File: src/rtl/rotate_finder_pkg.sv
// rotate_finder_pkg: shared FSM states, default width and single-bit rotate helper.
package rotate_finder_pkg;
  typedef enum logic [1:0] {IDLE, SEARCH, DONE} state_t;
  localparam int DEFAULT_WIDTH = 16;
  function automatic logic [63:0] rotate_one(input logic [63:0] a, input int w, input logic left);
    logic [63:0] y;
    y = '0;
    for (int i = 0; i < 64; i++)
      if (i < w) y[6'(i)] = left ? a[6'((i + w - 1) % w)] : a[6'((i + 1) % w)];
    return y;
  endfunction
endpackage

File: src/rtl/rotate_finder_step.sv
// rotate_step: combinational one-bit rotation of a WIDTH-bit word.
module rotate_step import rotate_finder_pkg::*; #(
  parameter int WIDTH = DEFAULT_WIDTH
) (
  input  logic [WIDTH-1:0] a,
  input  logic             left,
  output logic [WIDTH-1:0] y
);
  assign y = WIDTH'(rotate_one(64'(a), WIDTH, left));
endmodule

File: src/rtl/rotate_finder.sv
// rotate_finder: finds the smallest rotation of data_in that equals pattern.
module rotate_finder import rotate_finder_pkg::*; #(
  parameter int WIDTH = DEFAULT_WIDTH
) (
  input  logic                     clk,
  input  logic                     rst,
  input  logic                     start,
  input  logic                     left,
  input  logic [WIDTH-1:0]         data_in,
  input  logic [WIDTH-1:0]         pattern,
  output logic                     busy,
  output logic                     done,
  output logic                     found,
  output logic [$clog2(WIDTH)-1:0] amount,
  output logic [WIDTH-1:0]         aligned
);
  localparam int CW = $clog2(WIDTH);
  state_t state, state_n;
  logic [WIDTH-1:0] work, pat, work_rot;
  logic [CW-1:0] cnt;
  logic dir, hit, last;
  rotate_step #(.WIDTH(WIDTH)) u_step (.a(work), .left(dir), .y(work_rot));
  assign hit = work == pat;
  assign last = cnt == CW'(WIDTH - 1);
  assign busy = state != IDLE;
  assign done = state == DONE;
  always_comb begin
    state_n = state == IDLE ? (start ? SEARCH : IDLE) :
              state == SEARCH ? (hit || last ? DONE : SEARCH) : IDLE;
  end
  always_ff @(posedge clk) begin
    if (rst) begin
      state <= IDLE;
      work <= '0;
      pat <= '0;
      dir <= 1'b0;
      cnt <= '0;
      found <= 1'b0;
      amount <= '0;
      aligned <= '0;
    end else begin
      state <= state_n;
      if (state == IDLE && start) begin
        work <= data_in;
        pat <= pattern;
        dir <= left;
        cnt <= '0;
      end
      if (state == SEARCH) begin
        if (hit || last) begin
          found <= hit;
          amount <= hit ? cnt : '0;
          aligned <= work;
        end else begin
          work <= work_rot;
          cnt <= cnt + 1'b1;
        end
      end
    end
  end
endmodule

File: config.mk
export PLATFORM = sky130hd
export DESIGN_NAME = rotate_finder
export DESIGN_NICKNAME = d
export VERILOG_FILES = /design/src/rtl/rotate_finder_pkg.sv /design/src/rtl/rotate_finder_step.sv /design/src/rtl/rotate_finder.sv
export SDC_FILE = /design/constraint.sdc
export NUM_CORES = 1
export LEC_CHECK = 0
export ABC_AREA = 1
export CORE_ASPECT_RATIO = 1.25
export CORE_MARGIN = 2
export CORE_UTILIZATION = 39
export CTS_CLUSTER_DIAMETER = 150
export DETAILED_ROUTE_END_ITERATION = 12
export DONT_BUFFER_PORTS = 1
export HOLD_SLACK_MARGIN = 0.15
export PLACE_DENSITY = 0.63
export SYNTH_ARGS = -nofsm -noshare
export SYNTH_HDL_FRONTEND = slang
export SYNTH_SLANG_ARGS = --single-unit
export TNS_END_PERCENT = 5
File: constraint.sdc
create_clock -name clk -period 1.6 [get_ports clk]
set_input_delay 0.4 -clock clk [delete_from_list [all_inputs] [get_ports clk]]
set_output_delay 0.4 -clock clk [all_outputs]
set_load 0.05 [all_outputs]
==> metrics.csv <==
stage,metric,value,unit
place,dp_cells,542,
final_layout,multiInputGateArea,1560,um^2
synth,avgSynthCellArea,6.53,um^2
route,vias,2762,
clocking,cts_root_buf,clkbuf_8,
clocking,cts_tree,built,
worst_setup_path,critPathKind,flop to flop,
worst_setup_path,regToRegSetupSlack,20,ps
final_layout,seq_area,1220,um^2
sta,rsz0062_at_grt,yes,
clocking,cts_sinks,60,
power,p_leak,1.56,nW
synth,synth_cell_type_count,22,
clocking,htree_levels,3,
sta,worstMarginPinSlew,900,ps
worst_setup_path,crit_buf_inv,2,
synth,synthCells,445,
global_route,grt_pass1_wl,11700,um
sta,finalWorstSetupSlack,23.6,ps
route,final_antenna_net_count,0,
synth,synth_top_family_by_area,simple AND/OR/NAND/NOR gates,
route,dr.first_iter.drc_count,122,
final_layout,fill_cells,729,
synth,yosysWarnings,0,
route,wire_per_inst,13.6,um
floorplan,initial_utilization,39.7,%
place,gp_congestion,0.841,
synth,ys_seq_area_share,41.3,%
floorplan,die-height,101,um
place,place_ws,-72.1,ps
final_layout,finalNonFillerCells,562,
flow_run,max_cap_viol_count,0,
route,vias_per_cell,4.91,
synth,syn_nets,482,
clocking,numCtsBuffers,9,
min_path,hold_depth,3,
power,ir_worst_vdd,525,uV
sta,fin_skew,7.01,ps
worst_setup_path,rr_startpoint,work[14]$_SDFF_PP0_,
sta,setup_viol,0,
global_route,grt.total_usage,18.7,%
sta,slew_headroom,39.8,%
synth,synthAdderAreaFrac,0.430,%
worst_setup_path,start_kind,flop,
global_route,grt_max_degree,35,
floorplan,io_pins,59,
worst_setup_path,crit_chain,inv_2 -> nand2_1 -> nand2_1 -> nor2_1 -> nand2_1 -> nor2_2 -> nand2_4 -> nand3_4 -> clkbuf_16 -> nand3_2 -> nand2_1 -> nor2_1,
clocking,cts_buffer_depth,2,
sta,finalHoldViolCount,0,
sta,slew_violations,0,
synth,synth_compound_area_share,12.6,%
global_route,grt_pass1_vias,2583,
place,place.detailed.hpwl,5170,um
place,port_buffers,0,
clocking,clock_latency,330,ps
global_route,antenna_found_initial,0,
worst_setup_path,worstPathMaxFanout,6,
power,p_total,3.51,mW
worst_setup_path,reg2reg_depth,12,
synth,netlist_area,2910,um^2
run_status,status,"finished, final reports clean",
sta,period_share,98.5,%
worst_setup_path,cp-end-kind,flop,
min_path,hold_path_class,input port to flop,
worst_setup_path,r2r-end,work[4]$_SDFF_PP0_,
synth,synth-xor-area-share,0,%
worst_setup_path,crit_family,simple AND/OR/NAND/NOR gates,
sta,min_period,1580,ps
place,dpl_cell_area,3150,um^2
final_layout,nets,504,
final_layout,final_cell_area,3570,um^2
power,power_density,984,nW/um^2
sta,timing.fmax,634,MHz
worst_setup_path,cp_slowest_stage_delay,370,ps
floorplan,rows,35,
final_layout,area_delta_synth_final,22.9,%
route,drc_errors,0,
clocking,clkSlewWorstSetupHoldPaths,60,ps
floorplan,coreArea,7310,um^2
worst_setup_path,critical_path_required,1830,ps
route,dr.pass1.iters,5,
floorplan,die_w,81.2,um
route,drt-total-wl,7650,um
final_layout,drive_gt1_share,24.5,%
worst_setup_path,worst_path_most_repeated_cell,nand2_1,
floorplan,die_area,8160,um^2
synth,yosys.area_share.simple,36.1,%
global_route,grt_overflow,0,
synth,muxShareOfSynthArea,0,%
worst_setup_path,worst_path_max_delay_cell,dfxtp_1,
worst_setup_path,cp_data_arrival_time,1810,ps
min_path,hold_end,cnt[3]$_SDFF_PP0_,
synth,synth_seq_cells,60,
min_path,min_from,rst,
final_layout,diodes,0,
sta,setup_tns,0,ps
## worst reg2reg max path, delay by kind of cell (launching register included)
| family | cells | cell delay (ps) |
|---|---|---|
| buffers and inverters | 2 | 250 |
| and+or+nand+nor | 10 | 870 |
| DFF | 1 | 370 |
## cell usage in the layout (no fill, tap or decap)
cell type,n
clkbuf_8,10
clkinv_1,1
nand2_2,3
clkbuf_1,1
clkbuf_16,3
dfxtp_4,2
nand4_1,2
ha_1,1
nand2_8,2
nand3_4,1
dfxtp_2,13
nor2_1,39
inv_2,6
nand2_1,140
nand3_2,11
clkinv_2,3
nand3_1,24
nand2_4,1
nor3_2,1
a21oi_1,37
buf_12,3
buf_4,27
dfxtp_1,45
dlygate4sd3_1,1
nor2_4,2
a21oi_2,3
o21ai_0,33
inv_1,31
nor2_2,22
buf_6,2
## layout make-up
class                           count  area share, %
Clock buffer                       11           3.96
Clock inverter                      3          0.420
Inverter                           38           3.99
Multi-Input combinational cell    322           43.7
Sequential cell                    60           34.3
Tap cell                           92           3.22
Timing Repair Buffer               36           10.4
## power by group
part           switching (mW)  leakage, nW  total [mW]  internal (mW)
Combinational           0.423        0.981       0.719          0.297
Sequential             0.0722        0.497        1.66           1.59
Clock                   0.556       0.0848        1.13          0.578
## state kept, by name, summed over array words and instances (netlist names)
register and count:
dir 1, pat 16, found 1, state 2
cnt 4, aligned 16, amount 4, work 16
## per-stage QoR
| stage | utilization, % | hold WS (ps) |
|---|---|---|
| 2_1_floorplan | - | 444 |
| 3_3_place_gp | 43.1 | 455 |
| 3_5_place_dp | 43.1 | 461 |
| 4_1_cts | 45.4 | 207 |
| 5_1_grt | 48.8 | 225 |
| 6_report | 48.8 | 216 |
## timing repair
item | CTS | global route
pin swaps | 0 | 10
hold endpoints to repair | 25 | 0
resized for setup | 3 | 47
setup endpoints to repair | 27 | 41
gates cloned | 0 | 4
buffers inserted | 0 | 1
hold buffers | 1 | 0
## kinds of logic after synthesis
kind of cell / after synthesis
AO/OA/AOI/OAI: 73
AND/OR/NAND/NOR: 248
adder cells (fa/ha/maj): 1
flip-flops: 60
buffers and inverters: 63
## Yosys cell counts, drive strengths merged
cell type,instances,area [um^2]
a21oi,40,200
dfxtp,60,1200
o21ai,33,165
inv,37,139
nor2,63,287
nor3,1,5.00
clkinv,1,3.75
clkbuf,17,63.8
ha,1,12.5
nand3,36,185
buf,8,71.3
nand4,2,12.5
nand2,146,561
## how the worst max path moves through the flow
| stage | from | to | cells after the start |
|---|---|---|---|
| after floorplan | work[6]$_SDFF_PP0_ | aligned[2]$_SDFFE_PP0P_ | 12 |
| final | work[14]$_SDFF_PP0_ | work[4]$_SDFF_PP0_ | 12 |
| after detailed placement | work[2]$_SDFF_PP0_ | found$_SDFFE_PP0P_ | 11 |
| after CTS | work[4]$_SDFF_PP0_ | work[11]$_SDFF_PP0_ | 12 |
| after global placement | work[2]$_SDFF_PP0_ | found$_SDFFE_PP0P_ | 11 |
| after global routing | pat[12]$_SDFFE_PP0P_ | work[4]$_SDFF_PP0_ | 12 |
## per-layer routing
metal | share of wire (%) | wire [um] | global-route usage (%)
met3 | 3.9 | 296 | 5.11
met2 | 49 | 3730 | 30.8
met4 | 2.2 | 165 | 8.60
met1 | 45 | 3460 | 22.5
met5 | 0 | 0 | 0
No activity file was read; power rests on OpenSTA's default activity.
